`src/rtl/present_pkg.sv`:
```
// present_pkg: PRESENT-80 widths, S-box table and key-schedule state encoding.
package present_pkg;
  localparam int KEY_W = 80;
  localparam int RK_W = 64;
  localparam int NROUNDS = 31;
  localparam logic [5:0] LAST_ROUND = 6'(NROUNDS + 1);
  localparam logic [3:0] SBOX [16] = '{4'hC, 4'h5, 4'h6, 4'hB, 4'h9, 4'h0, 4'hA, 4'hD,
                                       4'h3, 4'hE, 4'hF, 4'h8, 4'h4, 4'h7, 4'h1, 4'h2};
  typedef enum logic {IDLE, RUN} state_t;
endpackage

```
`src/rtl/present_sbox4.sv`:
```
// present_sbox4: 4-bit PRESENT S-box lookup, shared with the round datapath.
module present_sbox4 import present_pkg::*; (
  input  logic [3:0] x,
  output logic [3:0] y
);
  assign y = SBOX[x];
endmodule

```
`src/rtl/present_key_schedule.sv`:
```
// present_key_schedule: streams PRESENT-80 round keys K1..K32 over valid/ready.
module present_key_schedule import present_pkg::*; (
  input  logic             clk,
  input  logic             reset,
  input  logic [KEY_W-1:0] key,
  input  logic             key_valid,
  output logic             key_ready,
  output logic [RK_W-1:0]  round_key,
  output logic [5:0]       round_num,
  output logic             rk_valid,
  output logic             rk_last,
  input  logic             rk_ready
);
  state_t state, state_nxt;
  logic [KEY_W-1:0] key_reg, key_nxt, rot;
  logic [5:0] cnt, cnt_nxt;
  logic [3:0] sb_out;
  assign rot = {key_reg[18:0], key_reg[79:19]};
  present_sbox4 u_sbox (.x(rot[79:76]), .y(sb_out));
  always_ff @(posedge clk or negedge reset) begin
    if (!reset) begin
      state <= IDLE;
      key_reg <= '0;
      cnt <= '0;
    end else begin
      state <= state_nxt;
      key_reg <= key_nxt;
      cnt <= cnt_nxt;
    end
  end
  always_comb begin
    state_nxt = state;
    key_nxt = key_reg;
    cnt_nxt = cnt;
    if (state == IDLE && key_valid) begin
      state_nxt = RUN;
      key_nxt = key;
      cnt_nxt = 6'd1;
    end else if (state == RUN && rk_ready) begin
      if (cnt == LAST_ROUND) state_nxt = IDLE;
      else begin
        key_nxt = {sb_out, rot[75:20], rot[19:15] ^ cnt[4:0], rot[14:0]};
        cnt_nxt = cnt + 6'd1;
      end
    end
  end
  // after a finished schedule the last key stays visible with rk_valid low
  assign key_ready = state == IDLE;
  assign rk_valid = state == RUN;
  assign rk_last = rk_valid && cnt == LAST_ROUND;
  assign round_key = key_reg[KEY_W-1:KEY_W-RK_W];
  assign round_num = cnt;
endmodule

```
`config.mk`:
```
export PLATFORM = sky130hd
export DESIGN_NAME = present_key_schedule
export DESIGN_NICKNAME = d
export VERILOG_FILES = /design/src/rtl/present_pkg.sv /design/src/rtl/present_sbox4.sv /design/src/rtl/present_key_schedule.sv
export SDC_FILE = /design/constraint.sdc
export NUM_CORES = 1
export LEC_CHECK = 0
export ABC_AREA = 1
export BUFFER_PORTS_ARGS = -buffer_cell sky130_fd_sc_hd__buf_4
export CORE_ASPECT_RATIO = 1.5
export CORE_MARGIN = 2
export CORE_UTILIZATION = 50
export CTS_CLUSTER_DIAMETER = 60
export DETAILED_ROUTE_END_ITERATION = 10
export GPL_TIMING_DRIVEN = 0
export HOLD_SLACK_MARGIN = 0.05
export PLACE_DENSITY = 0.78
export SYNTH_ARGS = -nofsm -noshare
export SYNTH_HDL_FRONTEND = slang
export SYNTH_SLANG_ARGS = --single-unit
```
`constraint.sdc`:
```
create_clock -name clk -period 2.02 [get_ports clk]
set_input_delay 0.101 -clock clk [delete_from_list [all_inputs] [get_ports clk]]
set_output_delay 0.101 -clock clk [all_outputs]
set_load 0.1 [all_outputs]
```
==> results of run 1 <==
==> metal layers <==
layer	part of all wire (%)	global-route usage, %	vias up
li1	-	-	2431
met1	37	32.9	2297
met2	53	49.2	215
met3	6.6	3.94	35
met4	2.7	11.5	0
met5	0	0	-
==> worst max path at each step <==
| stage | start | slack, ns | cells after the start | to |
|---|---|---|---|---|
| after floorplan | rk_valid | -0.03 | 6 | key_reg[46] |
| after global placement | round_num[0] | 0.17 | 10 | key_reg[52] |
| after detailed placement | round_num[0] | 0.14 | 10 | key_reg[52] |
| after CTS | round_num[0] | 0.06 | 7 | rk_last |
| after global routing | round_num[0] | 0.01 | 10 | key_reg[42] |
| final | round_num[0] | 0.07 | 10 | key_reg[52] |
==> layout by cell type (no fill, tap or decap), types with 2 or more instances in the layout <==
cell	netlist	final
or2_2	3	3
dfrtp_2	0	3
nand2_1	239	239
nand3_1	35	35
xnor2_1	5	5
dfrtp_1	87	83
ha_1	7	7
nand2_4	1	2
nand4_1	4	4
clkbuf_1	3	4
buf_6	8	9
a21oi_1	31	31
clkbuf_16	0	9
inv_1	84	83
clkinvlp_4	0	2
nor2_4	1	2
o21ai_0	26	26
bufinv_16	0	4
buf_4	67	223
o21ai_1	4	4
dlygate4sd3_1	0	20
buf_2	13	16
nor2_1	70	69
nor2_2	2	2
==> through the flow <==
stage	area (um2)	power (mW)	TNS [ns]	instances	setup WS, ns
floorplan	5110	9.30	-0.511	701	-0.0341
global placement	6420	10.8	0	974	0.170
detailed placement	6420	10.9	0	974	0.142
CTS	6990	13.0	0	1010	0.0597
global route	6990	13.5	0	1010	0.0103
finish	6990	13.0	0	1010	0.0724
==> final cells by class <==
class,count,area [um2]
inverter,86,332
sequential,87,2180
clock buffer,10,229
multi-input combinational,433,1900
timing repair buffer,176,1380
clock inverter,6,133
fill,820,3030
tap,117,146
buffer,95,692
==> cells by family after synthesis <==
| kind of cell | count (synthesis) |
|---|---|
| compound gates | 63 |
| simple gates | 357 |
| flops | 87 |
| fa+ha+maj | 7 |
| buf+inv | 181 |
| xor+xnor | 6 |
==> where the power goes <==
part / internal, mW / switching [mW] / leakage, nW
Clock: 1.33 / 0.685 / 0.173
Combinational: 2.16 / 5.79 / 2.78
Sequential: 2.43 / 0.609 / 1.14
==> synth_stat cells (all sizes together) <==
library cell / n / share of area [%]
or2: 3 / 0.37
clkbuf: 4 / 0.32
ha: 7 / 1.7
nand4: 4 / 0.49
nand3: 35 / 3.5
inv: 86 / 6.4
xnor2: 5 / 0.86
nor2: 73 / 5.6
o21bai: 1 / 0.15
nand2: 242 / 18
xor2: 1 / 0.17
a22oi: 1 / 0.15
dfrtp: 87 / 43
buf: 91 / 13
a21oi: 31 / 3.1
o21ai: 30 / 3.0
==> worst register-to-register path, cell delays in order, from the launching register on <==
cell	delay, ns
dfrtp_2	0.46
inv_1	0.13
ha_1	0.20
nand2_1	0.06
inv_1	0.08
nand3_1	0.18
nand2_2	0.15
nand2_4	0.12
buf_2	0.21
o21ai_0	0.16
nand2_1	0.08
==> what timing repair did <==
item,in CTS,in global routing
setup endpoints to repair,0,5
hold endpoints to repair,106,0
hold buffers,20,0
resized for setup,0,2
==> metrics, run 1 <==
DP Wirelength 10900 um; unrepaired setup endpoints after global routing false; Hold Path Depth 5; Startpoint Class register; f_max 0.513 GHz; kind of critical path reg -> reg; CTS buffer count 9; Seq cells post-synth 87; Initial Utilization 50.6%; WHS 0.0564 ns; post-CTS setup repair buffer count 0; R2R depth 10; TritonRoute pass-1 iters 5; share of layout cells above drive strength 1 31.4%; Clock Latency Late Sink 0.34 ns; xor-xnor portion of the synthesized cell area 1.04%; syn_nets 792; Slew Limit Headroom 25.5%; hold path start key[34]; H-tree lvl count 3; Routed WL 15100 um; Worst VDD drop 1120 uV; Final min period 1.95 ns; post-DR vias/cell 4.93; Syn Area/Cell 7.24 um2; # DRC 0; vias in the first global route 4926; Pins Over Slew Limit 0; reg-to-reg endpoint key_reg[52]; CP Capture Type register; synth unique cells 27; CTS tree built; Hold Path End key_reg[34]; Die W 86.3 um; clock skew 0.00559 ns; worst slew pin tran 1.12 ns; area growth from synthesis to layout 37.7%; DIE HEIGHT 127 um; post-layout util 69.8%; synth warn 0; CP delay by family, top simple AND/OR/NAND/NOR gates; buffer levels on the longest clock path 2; ant diodes 0; worst path arrival time 2.17 ns; # port buffers 156; die area 11000 um2; Buf/Inv on CP 3; clock transition at the registers of the reported paths 0.06 ns; gr ovfl total 0; sequential fraction of the synthesis area 42.9%; Root Driver clkbuf_16; mux contribution to synthesized area 0%; first-pass GRT wire length 23500 um; Critical Path Max Stage Delay 0.46 ns; flop2flop setup slack 0.07 ns; Crit Path Max Fanout 10; slowest CP cell dfrtp_2; worst min-delay path category in -> reg; FP Rows 45; Synth Area in Adders 1.73%; Final Hold Vio Count 0; crit-path cells inv_1, ha_1, nand2_1, inv_1, nand3_1, nand2_2, nand2_4, buf_2, o21ai_0, nand2_1; Largest register FFs 80; Synth Area in Compound Gates 6.31%; endpoints failing setup 0; via count 4978; CP Data Required Time 2.24 ns; cell count after synthesis 701; Pwr Density 1860 nW/um2; Synth Cell Area 5070 um2; largest family of logic cells by synthesized area simple AND/OR/NAND/NOR gates; GPL Wtd Cong 0.926; core area 10000 um2; fin nets 979; I/O pins 157; total track usage 27.6%; fin crit share 96.4%; RR Startpoint round_num[0]; clk sinks 87; status completed; largest net degree at the start of global routing 88; DRT iter0 DRCs 335; simple-gate share of the synthesized area 28.1%; Max-Cap Viols 0; Avg WL per Cell 14.9 um; initial antenna violation count 0; Antenna Nets Post-Route 0; Pleak 4.09 nW
Note: power is estimated with default switching activity, not from simulation.
==> inputs of run 2 (changes only) <==
--- a/config.mk
+++ b/config.mk
@@ -7,7 +7,7 @@
 export LEC_CHECK = 0
 export ABC_AREA = 1
 export BUFFER_PORTS_ARGS = -buffer_cell sky130_fd_sc_hd__buf_4
-export CORE_ASPECT_RATIO = 1.5
+export CORE_ASPECT_RATIO = 1.1
 export CORE_MARGIN = 2
 export CORE_UTILIZATION = 50
 export CTS_CLUSTER_DIAMETER = 60
@@ -15,6 +15,7 @@
 export GPL_TIMING_DRIVEN = 0
 export HOLD_SLACK_MARGIN = 0.05
 export PLACE_DENSITY = 0.78
+export SLEW_MARGIN = 30
 export SYNTH_ARGS = -nofsm -noshare
 export SYNTH_HDL_FRONTEND = slang
 export SYNTH_SLANG_ARGS = --single-unit
==> metrics, run 2 (same netlist as run 1, synthesis figures left out) <==
status completed; fin crit share 94.3% (-2.1 points); worst setup margin 0.115 ns (+0.0421 ns); slowest CP cell dfrtp_2; Buf/Inv on CP 3 (unchanged); vias in the first global route 4895 (-0.63%); post-layout util 71.7% (+2.0 points); DP Wirelength 10600 um (-2.4%); Final Hold Vio Count 0 (unchanged); Worst VDD drop 1250 uV (+12%); CP delay by family, top buffers and inverters; clock skew 0.0155 ns (+0.00993 ns); initial antenna violation count 0 (unchanged); commonest non-fill, non-tap cell in the layout nand2_1; Final min period 1.91 ns (-0.0421 ns); final instance area 7090 um2 (+1.5%); Placed Area 6430 um2 (+0.12%); Max-Cap Viols 0 (unchanged); Initial Utilization 51.3% (+0.68 points); Pins Over Slew Limit 0 (unchanged); Pwr Density 1730 nW/um2 (-6.8%); unrepaired setup endpoints after global routing false; placed insts 977 (+0.31%); I/O pins 157 (unchanged); crit-path cells inv_1, ha_1, nand2_1, inv_1, nand3_1, nor2_4, buf_4; flop2flop setup slack 0.19 ns (+0.12 ns); Crit Path Max Fanout 5 (-5); CP Capture Type output pin; post-DR vias/cell 4.93 (about the same); RR Startpoint round_num[0]; CP startpoint round_num[0]; largest net degree at the start of global routing 88 (unchanged); reg-to-reg endpoint key_reg[49]; kind of critical path reg -> out; Largest register FFs 80 (unchanged); worst path arrival time 1.80 ns (-0.37 ns); DIE HEIGHT 110 um (-14%); Startpoint Class register; DRT iter0 DRCs 344 (+2.7%); Crit path depth 7 (-3); FP Rows 38 (-16%); ant diodes 0 (unchanged); Slew Limit Headroom 45.8% (+20 points); Pleak 4.13 nW (+0.89%); share of layout cells above drive strength 1 30.4% (-1.0 points); most frequent cells in the layout 239 x nand2_1, 223 x buf_4, 83 x inv_1, 83 x dfrtp_1, 69 x nor2_1; core area 9890 um2 (-1.3%); Avg WL per Cell 14.7 um (-1.3%); Finished Layout Cells 1039 (+2.9%); worst slew pin tran 0.812 ns (-0.305 ns); Clock Latency Late Sink 0.38 ns (+0.04 ns); R2R depth 10 (unchanged); GPL Wtd Cong 0.880 (-5.0%); clock transition at the registers of the reported paths 0.10 ns (+0.04 ns); Root Driver clkbuf_8; CP Data Required Time 1.92 ns (-0.32 ns); H-tree lvl count 3 (unchanged); worst slack, placed 0.229 ns (+0.0871 ns); total power draw 12.3 mW (-5.4%); hold path start key[11]; area growth from synthesis to layout 39.8%; via count 5126 (+3.0%); worst min-delay path category in -> reg; # DRC 0 (unchanged); Crit path top cell by count inv_1; buffer levels on the longest clock path 2 (unchanged); total track usage 28.2% (+0.54 points); f_max 0.525 GHz (+2.2%); TritonRoute pass-1 iters 5 (unchanged); CTS tree built; Antenna Nets Post-Route 0 (unchanged); Routed WL 15300 um (+1.5%); WHS 0.0577 ns (+0.00127 ns); fin nets 1005 (+2.7%); Die W 100 um (+16%); Critical Path Max Stage Delay 0.46 ns (about the same); CP Capture Point rk_last; final setup TNS 0 ns (unchanged); # port buffers 156 (unchanged); gr ovfl total 0 (unchanged); first-pass GRT wire length 23500 um (about the same); CTS buffer count 9 (unchanged); endpoints failing setup 0 (unchanged); clk sinks 87 (unchanged); die area 11000 um2 (-0.14%)
-- run 2: cell types whose count changed in the layout (fill, tap and decap cells not counted) --
cell | before | now
clkbuf_16 | 9 | 0
bufinv_16 | 4 | 1
clkbuf_8 | 0 | 11
buf_2 | 16 | 15
clkbuf_1 | 4 | 5
clkbuf_2 | 0 | 1
dlygate4sd3_1 | 20 | 46
-- run 2: worst min path at each step --
stage	endpoint	slack, ns	cells past startpoint
global placement	key_reg[75]	0.32	3
global route	key_reg[3]	0.06	5
detailed placement	key_reg[42]	0.22	1
finish	key_reg[11]	0.06	5
floorplan	key_reg[0]	-0.19	0
CTS	key_reg[11]	0.05	5
-- run 2: final cells by class --
cell class	instances	area, um2
plain buffers	95	692
clock buffers	13	159
clock inverters	3	42.5
fillers	783	2800
inverters	86	332
multi-input cells	433	1900
flip-flops and latches	87	2180
well taps	120	150
repair buffers	202	1640
-- run 2: worst reg2reg max path, stage by stage, from the launching register on --
cell and delay (ns):
dfrtp_2 0.46, inv_1 0.13, ha_1 0.19, nand2_1 0.05
inv_1 0.06, nand3_1 0.14, nand2_2 0.13, nand2_4 0.11
clkbuf_2 0.22, o21ai_0 0.12, nand2_1 0.09
-- run 2: timing repair --
action	in CTS	in global routing
hold endpoints to repair	132	0
setup buffers	0	0
resized for setup	0	0
hold buffers	46	0
-- run 2: layer usage --
metal  vias up  track usage, %  share of wire (%)
met1      2411            35.3                 42
met4         0            9.00                2.0
met3        26            4.96                7.1
met2       217            49.6                 49
met5         -               0                  0
li1       2472               -                  -
-- run 2: report_power, final --
| part | switching, mW | internal [mW] | total (mW) |
|---|---|---|---|
| Sequential | 0.623 | 2.42 | 3.05 |
| Combinational | 5.80 | 2.19 | 7.99 |
| Clock | 0.631 | 0.639 | 1.27 |
| Total | 7.05 | 5.25 | 12.3 |
==> inputs of run 3 (changes only) <==
--- a/config.mk
+++ b/config.mk
@@ -10,6 +10,7 @@
 export CORE_ASPECT_RATIO = 1.1
 export CORE_MARGIN = 2
 export CORE_UTILIZATION = 50
+export CTS_BUF_LIST = sky130_fd_sc_hd__clkbuf_8
 export CTS_CLUSTER_DIAMETER = 60
 export DETAILED_ROUTE_END_ITERATION = 10
 export GPL_TIMING_DRIVEN = 0
==> metrics, run 3 (same netlist as run 1, synthesis figures left out) <==
status completed; Crit Path Max Fanout 5 (unchanged); die area 11000 um2 (unchanged); Pins Over Slew Limit 0 (unchanged); commonest non-fill, non-tap cell in the layout nand2_1; worst setup margin 0.121 ns (+0.00633 ns); buffer levels on the longest clock path 2 (unchanged); post-CTS setup repair buffer count 0 (unchanged); share of layout cells above drive strength 1 30.4% (unchanged); total power draw 12.3 mW (-0.19%); # port buffers 156 (unchanged); NetSw 7.04 mW (-0.18%); DIE HEIGHT 110 um (unchanged); gr ovfl total 0 (unchanged); Largest register FFs 80 (unchanged); placed insts 977 (unchanged); unrepaired setup endpoints after global routing false; Startpoint Class register; worst path arrival time 1.80 ns (about the same); Clock Latency Late Sink 0.37 ns (about the same); clock transition at the registers of the reported paths 0.09 ns (about the same); # DRC 0 (unchanged); Antenna Nets Post-Route 0 (unchanged); flop2flop setup slack 0.20 ns (about the same); ant diodes 0 (unchanged); worst min-delay path category in -> reg; clock skew 0.0152 ns (-0.000326 ns); fin nets 1005 (unchanged); FP Rows 38 (unchanged); core area 9890 um2 (unchanged); f_max 0.527 GHz (+0.33%); CP Capture Type output pin; CP Data Required Time 1.92 ns (about the same); Die W 100 um (unchanged); post-layout util 71.7% (unchanged); CTS buffer count 9 (unchanged); switch share 57.3% (about the same); GPL Wtd Cong 0.880 (unchanged); Avg WL per Cell 14.7 um (-0.46%); clock network power share 10.2% (about the same); worst slew pin tran 0.804 ns (-0.00836 ns); first-pass GRT wire length 23500 um (unchanged); Max-Cap Viols 0 (unchanged); CTS resizes 0 (unchanged); total track usage 28.2% (unchanged); Initial Utilization 51.3% (unchanged); Final min period 1.90 ns (-0.00633 ns); Slew Limit Headroom 46.4% (+0.56 points); CTS tree built; Worst VDD drop 1250 uV (about the same); final instance area 7090 um2 (unchanged); Pwr Density 1730 nW/um2 (-0.19%); Final Hold Vio Count 0 (unchanged); initial antenna violation count 0 (unchanged); largest net degree at the start of global routing 88 (unchanged); Finished Layout Cells 1039 (unchanged); most frequent cells in the layout 239 x nand2_1, 223 x buf_4, 85 x inv_1; endpoints failing setup 0 (unchanged); via count 5108 (-0.35%); vias in the first global route 4895 (unchanged); DP Wirelength 10600 um (unchanged); Pleak 4.14 nW (+0.20%); Placed Area 6430 um2 (unchanged); fin crit share 94.0% (-0.31 points); combinational cell fraction of total power 65.0% (about the same); H-tree lvl count 3 (unchanged); Seq pwr share 24.8% (about the same); I/O pins 157 (unchanged); DRT iter0 DRCs 368 (+7.0%); clk sinks 87 (unchanged); Int Pwr 5.24 mW (-0.19%); area growth from synthesis to layout 39.8% (unchanged); post-DR vias/cell 4.92 (-0.35%); TritonRoute pass-1 iters 5 (unchanged); kind of critical path reg -> out; worst slack, placed 0.229 ns (unchanged); Routed WL 15200 um (-0.46%); Root Driver clkbuf_8
-- run 3: cell types whose count changed in the layout (fill, tap and decap cells not counted) --
| cell | delta |
|---|---|
| clkbuf_1 | -2 |
| inv_1 | +2 |
-- run 3: final timing paths --
path / endpoint / start / cells after the start
min: key_reg[11] / key[11] / 5
max reg2reg: key_reg[49] / round_num[0] / 10
max in group asynchronous: rk_valid / reset / 2
max: rk_last / round_num[0] / 7
min in group asynchronous: key_reg[79] / reset / 2
min reg2reg: key_reg[4] / key_reg[4] / 2
-- run 3: power groups by stage --
stage	clock network [mW]	registers, mW	logic (mW)
2_1_floorplan	0	3.26	6.05
3_3_place_gp	0	3.01	7.77
3_5_place_dp	0	3.06	7.87
4_1_cts	1.27	3.03	7.96
5_1_grt	1.34	3.13	8.36
6_report	1.25	3.04	7.98
-- run 3: per-layer routing --
layer  track usage [%]  wire, um
met2              49.6      7580
met4              9.00       295
met1              35.3      6190
met5                 0         0
met3              4.96      1150
-- run 3: what timing repair did --
action                                  in CTS  in global routing
endpoints found under the setup margin       0                  0
hold buffers                                46                  0
endpoints found under the hold margin      132                  0
-- run 3: metrics by stage --
stage	hold WS [ns]	setup TNS [ns]
CTS	0.0503	0
global placement	0.322	0
detailed placement	0.224	0
finish	0.0610	0
global route	0.0578	0
floorplan	-0.195	-0.511
-- run 3: critical path: stages, from the launching register on --
cell and delay [ns]:
dfrtp_2 0.46, inv_1 0.13, ha_1 0.19, nand2_1 0.05
inv_1 0.06, nand3_1 0.14, nor2_4 0.10, buf_4 0.29
-- run 3: final cells by class --
cell class | count | area (um2)
Buffer | 95 | 692
Clock buffer | 11 | 151
Clock inverter | 5 | 50.0
Fill cell | 783 | 2800
Inverter | 86 | 332
Multi-Input combinational cell | 433 | 1900
Sequential cell | 87 | 2180
Tap cell | 120 | 150
Timing Repair Buffer | 202 | 1640
